[src/rtl/sha256_multiblock_control_if.sv]
// Bus between the multi-block SHA-256 controller and its memories/datapath.
// The controller takes the master side; memories, datapath and bench take the slave side.
interface sha256_multiblock_control_if #(
   parameter int OUTPUT_LENGTH      = 8,
   parameter int MAX_MESSAGE_LENGTH = 119,
   parameter int NUMBER_OF_Ks       = 64,
   parameter int NUMBER_OF_Hs       = 8
);
   localparam int LEN_W = $clog2(MAX_MESSAGE_LENGTH) + 1;
   localparam int MA_W  = $clog2(MAX_MESSAGE_LENGTH);
   localparam int KA_W  = $clog2(NUMBER_OF_Ks);
   localparam int HA_W  = $clog2(NUMBER_OF_Hs);
   localparam int DA_W  = $clog2(OUTPUT_LENGTH);

   logic             xxx__dut__go;
   logic [LEN_W-1:0] xxx__dut__msg_length;
   logic [MA_W-1:0]  dut__msg__address;
   logic             dut__msg__enable;
   logic             dut__msg__write;
   logic [KA_W-1:0]  dut__kmem__address;
   logic             dut__kmem__enable;
   logic             dut__kmem__write;
   logic [HA_W-1:0]  dut__hmem__address;
   logic             dut__hmem__enable;
   logic             dut__hmem__write;
   logic [DA_W-1:0]  dut__dom__address;
   logic             dut__dom__enable;
   logic             dut__dom__write;
   logic             dut__xxx__finish;
   logic             busy;
   logic [1:0]       fill_sel;
   logic [7:0]       pad_byte;
   logic             byte_strobe;
   logic             W_start;
   logic             H_read;
   logic             H_iterate;
   logic             H_accum;
   logic             blk_last;

   modport master (
      input  xxx__dut__go, xxx__dut__msg_length,
      output dut__msg__address, dut__msg__enable, dut__msg__write,
      output dut__kmem__address, dut__kmem__enable, dut__kmem__write,
      output dut__hmem__address, dut__hmem__enable, dut__hmem__write,
      output dut__dom__address, dut__dom__enable, dut__dom__write,
      output dut__xxx__finish, busy, fill_sel, pad_byte, byte_strobe,
      output W_start, H_read, H_iterate, H_accum, blk_last
   );

   modport slave (
      output xxx__dut__go, xxx__dut__msg_length,
      input  dut__msg__address, dut__msg__enable, dut__msg__write,
      input  dut__kmem__address, dut__kmem__enable, dut__kmem__write,
      input  dut__hmem__address, dut__hmem__enable, dut__hmem__write,
      input  dut__dom__address, dut__dom__enable, dut__dom__write,
      input  dut__xxx__finish, busy, fill_sel, pad_byte, byte_strobe,
      input  W_start, H_read, H_iterate, H_accum, blk_last
   );
endinterface

[src/rtl/sha256_multiblock_control.sv]
// Multi-block SHA-256 sequencer: loads H, streams message + padding bytes block by block,
// runs 64 compression rounds per block, accumulates, then writes the digest out.
module sha256_multiblock_control #(
   parameter int OUTPUT_LENGTH      = 8,
   parameter int MAX_MESSAGE_LENGTH = 119,
   parameter int NUMBER_OF_Ks       = 64,
   parameter int NUMBER_OF_Hs       = 8
) (
   input  logic                        clk,
   input  logic                        reset_n,
   sha256_multiblock_control_if.master bus
);
   localparam int MAX_BLOCKS = (MAX_MESSAGE_LENGTH + 72) / 64;
   localparam int LEN_W      = $clog2(MAX_MESSAGE_LENGTH) + 1;
   localparam int MA_W       = $clog2(MAX_MESSAGE_LENGTH);
   localparam int KA_W       = $clog2(NUMBER_OF_Ks);
   localparam int HA_W       = $clog2(NUMBER_OF_Hs);
   localparam int DA_W       = $clog2(OUTPUT_LENGTH);
   localparam int NB_W       = $clog2(MAX_BLOCKS + 1);
   localparam int G_W        = $clog2(MAX_BLOCKS * 64) + 1;
   localparam int CNT_W      = $clog2(NUMBER_OF_Ks + NUMBER_OF_Hs + OUTPUT_LENGTH + 66);

   localparam logic [CNT_W-1:0] CNT_ONE        = CNT_W'(1);
   localparam logic [CNT_W-1:0] HLOAD_LAST     = CNT_W'(NUMBER_OF_Hs);
   localparam logic [CNT_W-1:0] H_EN_LAST      = CNT_W'(NUMBER_OF_Hs - 1);
   localparam logic [CNT_W-1:0] MSG_LAST       = CNT_W'(64);
   localparam logic [CNT_W-1:0] MSG_ISSUE_LAST = CNT_W'(63);
   localparam logic [CNT_W-1:0] K_LAST         = CNT_W'(NUMBER_OF_Ks);
   localparam logic [CNT_W-1:0] K_EN_LAST      = CNT_W'(NUMBER_OF_Ks - 1);
   localparam logic [CNT_W-1:0] OUT_LAST       = CNT_W'(OUTPUT_LENGTH - 1);
   localparam logic [NB_W-1:0]  NB_ONE         = NB_W'(1);

   typedef enum logic [2:0] {
      IDLE  = 3'd0,
      HLOAD = 3'd1,
      MSG   = 3'd2,
      ROUND = 3'd3,
      ACCUM = 3'd4,
      OUT   = 3'd5,
      DONE  = 3'd6
   } state_t;

   state_t           state_r;
   logic [CNT_W-1:0] cnt_r;
   logic [NB_W-1:0]  blk_r;
   logic [NB_W-1:0]  nb_r;
   logic [LEN_W-1:0] len_r;

   // Byte slot issued to msg memory last cycle; its output phase follows one cycle later.
   logic             slot_r;
   logic [5:0]       slot_j_r;
   logic [G_W-1:0]   slot_g_r;

   logic             msg_en_r;
   logic [MA_W-1:0]  msg_addr_r;
   logic             kmem_en_r;
   logic [KA_W-1:0]  kmem_addr_r;
   logic             hmem_en_r;
   logic [HA_W-1:0]  hmem_addr_r;
   logic             dom_en_r;
   logic [DA_W-1:0]  dom_addr_r;
   logic             finish_r;
   logic             busy_r;
   logic [1:0]       fill_sel_r;
   logic [7:0]       pad_byte_r;
   logic             byte_strobe_r;
   logic             w_start_r;
   logic             h_read_r;
   logic             h_iterate_r;
   logic             h_accum_r;
   logic             blk_last_r;

   logic             go_ok_s;
   logic [NB_W-1:0]  blk_next_s;
   logic             more_s;
   logic             issue_s;
   logic [5:0]       issue_j_s;
   logic [NB_W-1:0]  issue_blk_s;
   logic [G_W-1:0]   issue_g_s;
   logic             issue_hit_s;

   // Byte (63-j) of the 64-bit big-endian message bit length L*8.
   function automatic logic [7:0] len_byte(input logic [LEN_W-1:0] len, input logic [5:0] j);
      return 8'(64'({len, 3'b000}) >> {6'd63 - j, 3'b000});
   endfunction

   assign go_ok_s    = bus.xxx__dut__go && (bus.xxx__dut__msg_length <= LEN_W'(MAX_MESSAGE_LENGTH));
   assign blk_next_s = blk_r + NB_ONE;
   assign more_s     = (blk_next_s < nb_r);

   // Which message byte (if any) is requested in the coming cycle.
   always_comb begin
      issue_s     = 1'b0;
      issue_j_s   = 6'd0;
      issue_blk_s = blk_r;
      case (state_r)
         HLOAD: begin
            if (cnt_r == HLOAD_LAST) begin
               issue_s     = 1'b1;
               issue_blk_s = '0;
            end else begin
               issue_s = 1'b0;
            end
         end
         MSG: begin
            if (cnt_r < MSG_ISSUE_LAST) begin
               issue_s   = 1'b1;
               issue_j_s = 6'(cnt_r + CNT_ONE);
            end else begin
               issue_s = 1'b0;
            end
         end
         ACCUM: begin
            if (more_s) begin
               issue_s     = 1'b1;
               issue_blk_s = blk_next_s;
            end else begin
               issue_s = 1'b0;
            end
         end
         default: begin
            issue_s = 1'b0;
         end
      endcase
      issue_g_s   = G_W'({issue_blk_s, issue_j_s});
      issue_hit_s = issue_s && (issue_g_s < G_W'(len_r));
   end

   // Sequencer: state, counters and every registered output.
   always_ff @(posedge clk or negedge reset_n) begin
      if (!reset_n) begin
         state_r       <= IDLE;
         cnt_r         <= '0;
         blk_r         <= '0;
         nb_r          <= '0;
         len_r         <= '0;
         slot_r        <= 1'b0;
         slot_j_r      <= 6'd0;
         slot_g_r      <= '0;
         msg_en_r      <= 1'b0;
         msg_addr_r    <= '0;
         kmem_en_r     <= 1'b0;
         kmem_addr_r   <= '0;
         hmem_en_r     <= 1'b0;
         hmem_addr_r   <= '0;
         dom_en_r      <= 1'b0;
         dom_addr_r    <= '0;
         finish_r      <= 1'b0;
         busy_r        <= 1'b0;
         fill_sel_r    <= 2'b00;
         pad_byte_r    <= 8'h00;
         byte_strobe_r <= 1'b0;
         w_start_r     <= 1'b0;
         h_read_r      <= 1'b0;
         h_iterate_r   <= 1'b0;
         h_accum_r     <= 1'b0;
         blk_last_r    <= 1'b0;
      end else begin
         h_read_r      <= hmem_en_r;
         h_iterate_r   <= kmem_en_r;
         byte_strobe_r <= slot_r;
         w_start_r     <= slot_r && (slot_j_r == 6'd0);
         slot_r        <= issue_s;
         slot_j_r      <= issue_j_s;
         slot_g_r      <= issue_g_s;
         msg_en_r      <= issue_hit_s;
         msg_addr_r    <= issue_hit_s ? MA_W'(issue_g_s) : '0;

         if (slot_r && (slot_g_r >= G_W'(len_r))) begin
            fill_sel_r <= 2'b01;
            if (slot_g_r == G_W'(len_r)) begin
               pad_byte_r <= 8'h80;
            end else if (blk_last_r && (slot_j_r >= 6'd56)) begin
               pad_byte_r <= len_byte(len_r, slot_j_r);
            end else begin
               pad_byte_r <= 8'h00;
            end
         end else begin
            fill_sel_r <= 2'b00;
            pad_byte_r <= 8'h00;
         end

         case (state_r)
            IDLE: begin
               if (go_ok_s) begin
                  len_r       <= bus.xxx__dut__msg_length;
                  nb_r        <= NB_W'(((LEN_W+2)'(bus.xxx__dut__msg_length) + (LEN_W+2)'(72)) >> 6);
                  blk_r       <= '0;
                  cnt_r       <= '0;
                  busy_r      <= 1'b1;
                  hmem_en_r   <= 1'b1;
                  hmem_addr_r <= '0;
                  state_r     <= HLOAD;
               end else begin
                  state_r <= IDLE;
               end
            end
            HLOAD: begin
               if (cnt_r < H_EN_LAST) begin
                  hmem_en_r   <= 1'b1;
                  hmem_addr_r <= HA_W'(cnt_r + CNT_ONE);
               end else begin
                  hmem_en_r   <= 1'b0;
                  hmem_addr_r <= '0;
               end
               if (cnt_r == HLOAD_LAST) begin
                  cnt_r      <= '0;
                  blk_last_r <= (nb_r == NB_ONE);
                  state_r    <= MSG;
               end else begin
                  cnt_r <= cnt_r + CNT_ONE;
               end
            end
            MSG: begin
               if (cnt_r == MSG_LAST) begin
                  cnt_r       <= '0;
                  kmem_en_r   <= 1'b1;
                  kmem_addr_r <= '0;
                  state_r     <= ROUND;
               end else begin
                  cnt_r <= cnt_r + CNT_ONE;
               end
            end
            ROUND: begin
               if (cnt_r < K_EN_LAST) begin
                  kmem_en_r   <= 1'b1;
                  kmem_addr_r <= KA_W'(cnt_r + CNT_ONE);
               end else begin
                  kmem_en_r   <= 1'b0;
                  kmem_addr_r <= '0;
               end
               if (cnt_r == K_LAST) begin
                  cnt_r     <= '0;
                  h_accum_r <= 1'b1;
                  state_r   <= ACCUM;
               end else begin
                  cnt_r <= cnt_r + CNT_ONE;
               end
            end
            ACCUM: begin
               h_accum_r <= 1'b0;
               cnt_r     <= '0;
               if (more_s) begin
                  blk_r      <= blk_next_s;
                  blk_last_r <= (blk_next_s == (nb_r - NB_ONE));
                  state_r    <= MSG;
               end else begin
                  blk_last_r <= 1'b0;
                  dom_en_r   <= 1'b1;
                  dom_addr_r <= '0;
                  state_r    <= OUT;
               end
            end
            OUT: begin
               if (cnt_r == OUT_LAST) begin
                  cnt_r      <= '0;
                  dom_en_r   <= 1'b0;
                  dom_addr_r <= '0;
                  finish_r   <= 1'b1;
                  state_r    <= DONE;
               end else begin
                  cnt_r      <= cnt_r + CNT_ONE;
                  dom_addr_r <= DA_W'(cnt_r + CNT_ONE);
               end
            end
            DONE: begin
               finish_r <= 1'b0;
               busy_r   <= 1'b0;
               state_r  <= IDLE;
            end
            default: begin
               cnt_r    <= '0;
               finish_r <= 1'b0;
               busy_r   <= 1'b0;
               state_r  <= IDLE;
            end
         endcase
      end
   end

   assign bus.dut__msg__address  = msg_addr_r;
   assign bus.dut__msg__enable   = msg_en_r;
   assign bus.dut__msg__write    = 1'b0;
   assign bus.dut__kmem__address = kmem_addr_r;
   assign bus.dut__kmem__enable  = kmem_en_r;
   assign bus.dut__kmem__write   = 1'b0;
   assign bus.dut__hmem__address = hmem_addr_r;
   assign bus.dut__hmem__enable  = hmem_en_r;
   assign bus.dut__hmem__write   = 1'b0;
   assign bus.dut__dom__address  = dom_addr_r;
   assign bus.dut__dom__enable   = dom_en_r;
   assign bus.dut__dom__write    = dom_en_r;
   assign bus.dut__xxx__finish   = finish_r;
   assign bus.busy               = busy_r;
   assign bus.fill_sel           = fill_sel_r;
   assign bus.pad_byte           = pad_byte_r;
   assign bus.byte_strobe        = byte_strobe_r;
   assign bus.W_start            = w_start_r;
   assign bus.H_read             = h_read_r;
   assign bus.H_iterate          = h_iterate_r;
   assign bus.H_accum            = h_accum_r;
   assign bus.blk_last           = blk_last_r;
endmodule

[src/flat_wrapper.sv]
// flat-port wrapper written by rule: the top's interface ports become plain ports
module sha256_multiblock_control_flat 
#(
   parameter int OUTPUT_LENGTH      = 8,
   parameter int MAX_MESSAGE_LENGTH = 119,
   parameter int NUMBER_OF_Ks       = 64,
   parameter int NUMBER_OF_Hs       = 8
)
  (clk, reset_n, bus_xxx__dut__go, bus_xxx__dut__msg_length, bus_dut__msg__address, bus_dut__msg__enable, bus_dut__msg__write, bus_dut__kmem__address, bus_dut__kmem__enable, bus_dut__kmem__write, bus_dut__hmem__address, bus_dut__hmem__enable, bus_dut__hmem__write, bus_dut__dom__address, bus_dut__dom__enable, bus_dut__dom__write, bus_dut__xxx__finish, bus_busy, bus_fill_sel, bus_pad_byte, bus_byte_strobe, bus_W_start, bus_H_read, bus_H_iterate, bus_H_accum, bus_blk_last);
  sha256_multiblock_control_if #(.OUTPUT_LENGTH(OUTPUT_LENGTH), .MAX_MESSAGE_LENGTH(MAX_MESSAGE_LENGTH), .NUMBER_OF_Ks(NUMBER_OF_Ks), .NUMBER_OF_Hs(NUMBER_OF_Hs)) bus_i ();
  input  logic clk;
  input  logic reset_n;
  input wire logic [$bits(bus_i.xxx__dut__go)-1:0] bus_xxx__dut__go;
  input wire logic [$bits(bus_i.xxx__dut__msg_length)-1:0] bus_xxx__dut__msg_length;
  output wire logic [$bits(bus_i.dut__msg__address)-1:0] bus_dut__msg__address;
  output wire logic [$bits(bus_i.dut__msg__enable)-1:0] bus_dut__msg__enable;
  output wire logic [$bits(bus_i.dut__msg__write)-1:0] bus_dut__msg__write;
  output wire logic [$bits(bus_i.dut__kmem__address)-1:0] bus_dut__kmem__address;
  output wire logic [$bits(bus_i.dut__kmem__enable)-1:0] bus_dut__kmem__enable;
  output wire logic [$bits(bus_i.dut__kmem__write)-1:0] bus_dut__kmem__write;
  output wire logic [$bits(bus_i.dut__hmem__address)-1:0] bus_dut__hmem__address;
  output wire logic [$bits(bus_i.dut__hmem__enable)-1:0] bus_dut__hmem__enable;
  output wire logic [$bits(bus_i.dut__hmem__write)-1:0] bus_dut__hmem__write;
  output wire logic [$bits(bus_i.dut__dom__address)-1:0] bus_dut__dom__address;
  output wire logic [$bits(bus_i.dut__dom__enable)-1:0] bus_dut__dom__enable;
  output wire logic [$bits(bus_i.dut__dom__write)-1:0] bus_dut__dom__write;
  output wire logic [$bits(bus_i.dut__xxx__finish)-1:0] bus_dut__xxx__finish;
  output wire logic [$bits(bus_i.busy)-1:0] bus_busy;
  output wire logic [$bits(bus_i.fill_sel)-1:0] bus_fill_sel;
  output wire logic [$bits(bus_i.pad_byte)-1:0] bus_pad_byte;
  output wire logic [$bits(bus_i.byte_strobe)-1:0] bus_byte_strobe;
  output wire logic [$bits(bus_i.W_start)-1:0] bus_W_start;
  output wire logic [$bits(bus_i.H_read)-1:0] bus_H_read;
  output wire logic [$bits(bus_i.H_iterate)-1:0] bus_H_iterate;
  output wire logic [$bits(bus_i.H_accum)-1:0] bus_H_accum;
  output wire logic [$bits(bus_i.blk_last)-1:0] bus_blk_last;
  assign bus_i.xxx__dut__go = bus_xxx__dut__go;
  assign bus_i.xxx__dut__msg_length = bus_xxx__dut__msg_length;
  assign bus_dut__msg__address = bus_i.dut__msg__address;
  assign bus_dut__msg__enable = bus_i.dut__msg__enable;
  assign bus_dut__msg__write = bus_i.dut__msg__write;
  assign bus_dut__kmem__address = bus_i.dut__kmem__address;
  assign bus_dut__kmem__enable = bus_i.dut__kmem__enable;
  assign bus_dut__kmem__write = bus_i.dut__kmem__write;
  assign bus_dut__hmem__address = bus_i.dut__hmem__address;
  assign bus_dut__hmem__enable = bus_i.dut__hmem__enable;
  assign bus_dut__hmem__write = bus_i.dut__hmem__write;
  assign bus_dut__dom__address = bus_i.dut__dom__address;
  assign bus_dut__dom__enable = bus_i.dut__dom__enable;
  assign bus_dut__dom__write = bus_i.dut__dom__write;
  assign bus_dut__xxx__finish = bus_i.dut__xxx__finish;
  assign bus_busy = bus_i.busy;
  assign bus_fill_sel = bus_i.fill_sel;
  assign bus_pad_byte = bus_i.pad_byte;
  assign bus_byte_strobe = bus_i.byte_strobe;
  assign bus_W_start = bus_i.W_start;
  assign bus_H_read = bus_i.H_read;
  assign bus_H_iterate = bus_i.H_iterate;
  assign bus_H_accum = bus_i.H_accum;
  assign bus_blk_last = bus_i.blk_last;
  sha256_multiblock_control #(.OUTPUT_LENGTH(OUTPUT_LENGTH), .MAX_MESSAGE_LENGTH(MAX_MESSAGE_LENGTH), .NUMBER_OF_Ks(NUMBER_OF_Ks), .NUMBER_OF_Hs(NUMBER_OF_Hs)) u_core (.clk(clk), .reset_n(reset_n), .bus(bus_i));
endmodule
[config.mk]
export PLATFORM = sky130hd
export DESIGN_NAME = sha256_multiblock_control_flat
export DESIGN_NICKNAME = d
export VERILOG_FILES = /design/src/rtl/sha256_multiblock_control_if.sv /design/src/rtl/sha256_multiblock_control.sv /design/src/flat_wrapper.sv
export SDC_FILE = /design/constraint.sdc
export NUM_CORES = 1
export LEC_CHECK = 0
export CORE_AREA = 4 4 85 87
export DETAILED_ROUTE_END_ITERATION = 10
export DIE_AREA = 0 0 89 91
export MAX_ROUTING_LAYER = met4
export PLACE_DENSITY_LB_ADDON = 0.05
export SYNTH_ARGS = -nofsm -noshare
export SYNTH_HDL_FRONTEND = slang
export SYNTH_SLANG_ARGS = --single-unit
export TNS_END_PERCENT = 5
[constraint.sdc]
create_clock -name clk -period 5.21 [get_ports clk]
set_input_delay 1.042 -clock clk [delete_from_list [all_inputs] [get_ports clk]]
set_output_delay 1.042 -clock clk [all_outputs]
set_load 0.01 [all_outputs]
==> results by group <==
Place
  • HPWL after detailed placement: 6030 um
  • Pre-CTS worst setup slack: 1850 ps
  • Port Buffers: 51
  • Cells after DPL: 459
  • Placer Congestion: 0.856

Floorplanning
  • CORE AREA: 6350 um2
  • DIE WIDTH: 89 um
  • Die area: 8100 um2
  • Die Span Y: 91 um
  • # IOs: 56
  • Std-Cell Rows: 29
  • Initial core utilization: 55.1%

CTS
  • CTS clk-pin slew, worst paths: 70 ps
  • Post-CTS Hold Buffers: 0
  • Clock Sinks: 72
  • Total CTS buffers: 9
  • Postcts setup bufs: 0
  • Post-CTS sizing: 0
  • Clk_lat worst skew: 350 ps
  • CTS Root Cell: clkbuf_8
  • CTS max path bufs: 2
  • Htree depth: 3
  • CTS tree: built

Finish
  • Commonest non-fill, non-tap cell in the layout: dfrtp_1
  • Antenna Cells: 0
  • FF/Latch Area: 1800 um2
  • Area of the multi-input gates: 1540 um2
  • Final nets: 424
  • Most frequent cells in the layout: dfrtp_1, clkdlybuf4s50_1, nand2_1
  • Fraction of layout cells with a size suffix above 1: 8.54%
  • Fillers: 505
  • Area growth from synthesis to layout: 21.6%
  • Final non-filler cell total: 475

Synthesis
  • Synth Area in Adders: 7.16%
  • Post-synthesis mux area share: 2.25%
  • Synth Area in Compound Gates: 14.5%
  • YS warnings: 0
  • Fraction of registers with async set or reset after synthesis: 100%
  • Post-Synth XOR/XNOR Area: 1.00%
  • Flops & latches, synth: 72
  • Synth top area share: 51.5%
  • Synth top area cells: dfrtp_1, ha_1, o21ai_0
  • Post-Synthesis Cell Area: 3500 um2
  • Area leader, netlist: dfrtp_1
  • Post-synth EDFFs: 0
  • Syn avg cell area: 10.2 um2
  • Cells after Synth: 344
  • Ys flop type: dfrtp_1
  • Register area share after synthesis: 51.5%
  • Largest family of logic cells by synthesized area: simple AND/OR/NAND/NOR gates
  • Netlist cell types: 47
  • Post-Synth Simple-Gate Area: 18.9%

Power and ir drop
  • Worst vdd ir: 0.286 mV
  • Pwr dens: 559 nW/um2
  • Leak: 0.00196 uW
  • Total power: 2380 uW

STA
  • RSZ-0062 raised after global routing: no
  • Setup Viol. Count Final: 0
  • Worst Tran Pin Value: 1080 ps
  • Slew HR: 27.7%
  • Final setup margin: 1820 ps
  • Hold WS: 412 ps
  • Post-route setup TNS: 0 ps
  • Clock Skews: 10.4 ps
  • Peak Freq: 295 MHz
  • Final Hold Fails: 0
  • Min Tclk post-route: 3390 ps
  • Max Slew Vio Count: 0
  • Fin crit share: 65.1%

Global route
  • First-pass GRT wire length: 13300 um
  • Largest net degree at the start of global routing: 47
  • Gr ovfl total: 0
  • Initial antenna violation count: 0
  • All-Layer GR Usage: 22.0%
  • Vias in the first global route: 2689

Critical path
  • Slack of the worst reg-to-reg path: 1820 ps
  • FF-to-FF Start: u_core.state_r[0]
  • Critical path arrival: 3590 ps
  • Worst r2r dst: u_core.bus.dut__msg__address[6]
  • Worst Path Max Fanout: 23
  • CP Capture Type: register
  • Worst Path Class, Setup: reg2reg
  • Worst Setup EP: u_core.bus.dut__msg__address[6]
  • CP startpoint: u_core.state_r[0]
  • Worst EP required: 5410 ps
  • Nature of the critical path startpoint: register
  • Cell count of the worst reg-to-reg path: 8

Route
  • Wire per inst: 17.3 um
  • Routed WL: 8240 um
  • DRC viols: 0
  • First-pass iteration count of the detailed router: 4
  • Routed Antenna Nets: 0
  • Starting DRC count in detailed routing: 116
  • Vias: 2760
  • Vias per inst: 5.81

Hold path
  • HP Class: reg2reg

Job
  • Max Cap Viol: 0

Run status
  • Status: finished clean
## registers in the layout, summed over array words and instances (netlist names), 2 cells and up
register / count
u_core.len_r: 8
u_core.bus.pad_byte: 8
u_core.bus.dut__msg__address: 7
u_core.bus.dut__kmem__address: 6
u_core.state_r: 3
u_core.nb_r: 2
u_core.blk_r: 2
u_core.slot_g_r: 3
u_core.cnt_r: 8
u_core.bus.dut__hmem__address: 3
u_core.bus.dut__dom__address: 3
u_core.slot_j_r: 5
## layer usage
metal / vias up / part of all wire [%] / track usage (%)
met3: 15 / 4.5 / 3.71
met2: 73 / 49 / 34.5
li1: 1311 / - / -
met5: - / 0 / -
met1: 1361 / 45 / 27.9
met4: 0 / 2.0 / 9.68
## cells in the mapped netlist, drive strengths merged, types with 5 or more instances
| library cell | instances |
|---|---|
| clkbuf | 12 |
| nor2 | 22 |
| buf | 6 |
| nor3 | 9 |
| ha | 20 |
| and4 | 7 |
| nand3 | 15 |
| nand4 | 5 |
| inv | 18 |
| mux2 | 7 |
| o21ai | 29 |
| nor2b | 10 |
| nor4 | 5 |
| and2 | 5 |
| a21oi | 16 |
| nand2 | 33 |
| dfrtp | 72 |
| a21o | 6 |
| nand2b | 6 |
## cells by family after synthesis
| kind of cell | after synthesis |
|---|---|
| AOI/OAI and AO/OA | 77 |
| xor gates and xnor gates | 4 |
| adders and majority gates | 20 |
| buffers and inverters | 36 |
| DFF | 72 |
| muxes | 7 |
| other | 1 |
| and+or+nand+nor | 127 |
## worst min-delay path by stage
stage	slack [ps]	depth (start not counted)	start	end
after floorplan	370	0	u_core.slot_r	u_core.bus.byte_strobe
final	410	0	u_core.slot_r	u_core.bus.byte_strobe
after detailed placement	400	0	u_core.slot_r	u_core.bus.byte_strobe
after global routing	430	0	u_core.slot_r	u_core.bus.byte_strobe
after CTS	420	0	u_core.slot_r	u_core.bus.byte_strobe
after global placement	390	0	u_core.bus.dut__hmem__enable	u_core.bus.H_read
## per-stage QoR
step / util [%] / instance area [um2]
2_1_floorplan: - / 3510
3_3_place_gp: 63.5 / 4030
3_5_place_dp: 63.5 / 4030
4_1_cts: 66.9 / 4250
5_1_grt: 66.9 / 4250
6_report: 66.9 / 4250
## where the power goes
part	switching, uW	internal (uW)	leakage [uW]
sequential	173	726	0.000929
clock	220	272	0.000103
combinational	547	438	0.000924
## critical path: stages (launching register included)
cell and delay (ps):
dfrtp_1 640, nor3b_1 560, nand3b_1 370, nand3_1 210, o21ai_0 130, ha_1 330
nand4_1 90, o31ai_1 800, nor2_1 110
## cell type report
cell class	count	share of cell area [%]
clock buffer	10	3.00
clock inverter	6	2.18
inverter	18	1.59
sequential	72	42.4
multi-input combinational	239	36.3
timing repair buffer	53	12.2
tap	77	2.27
Note: power is estimated with default switching activity, not from simulation.
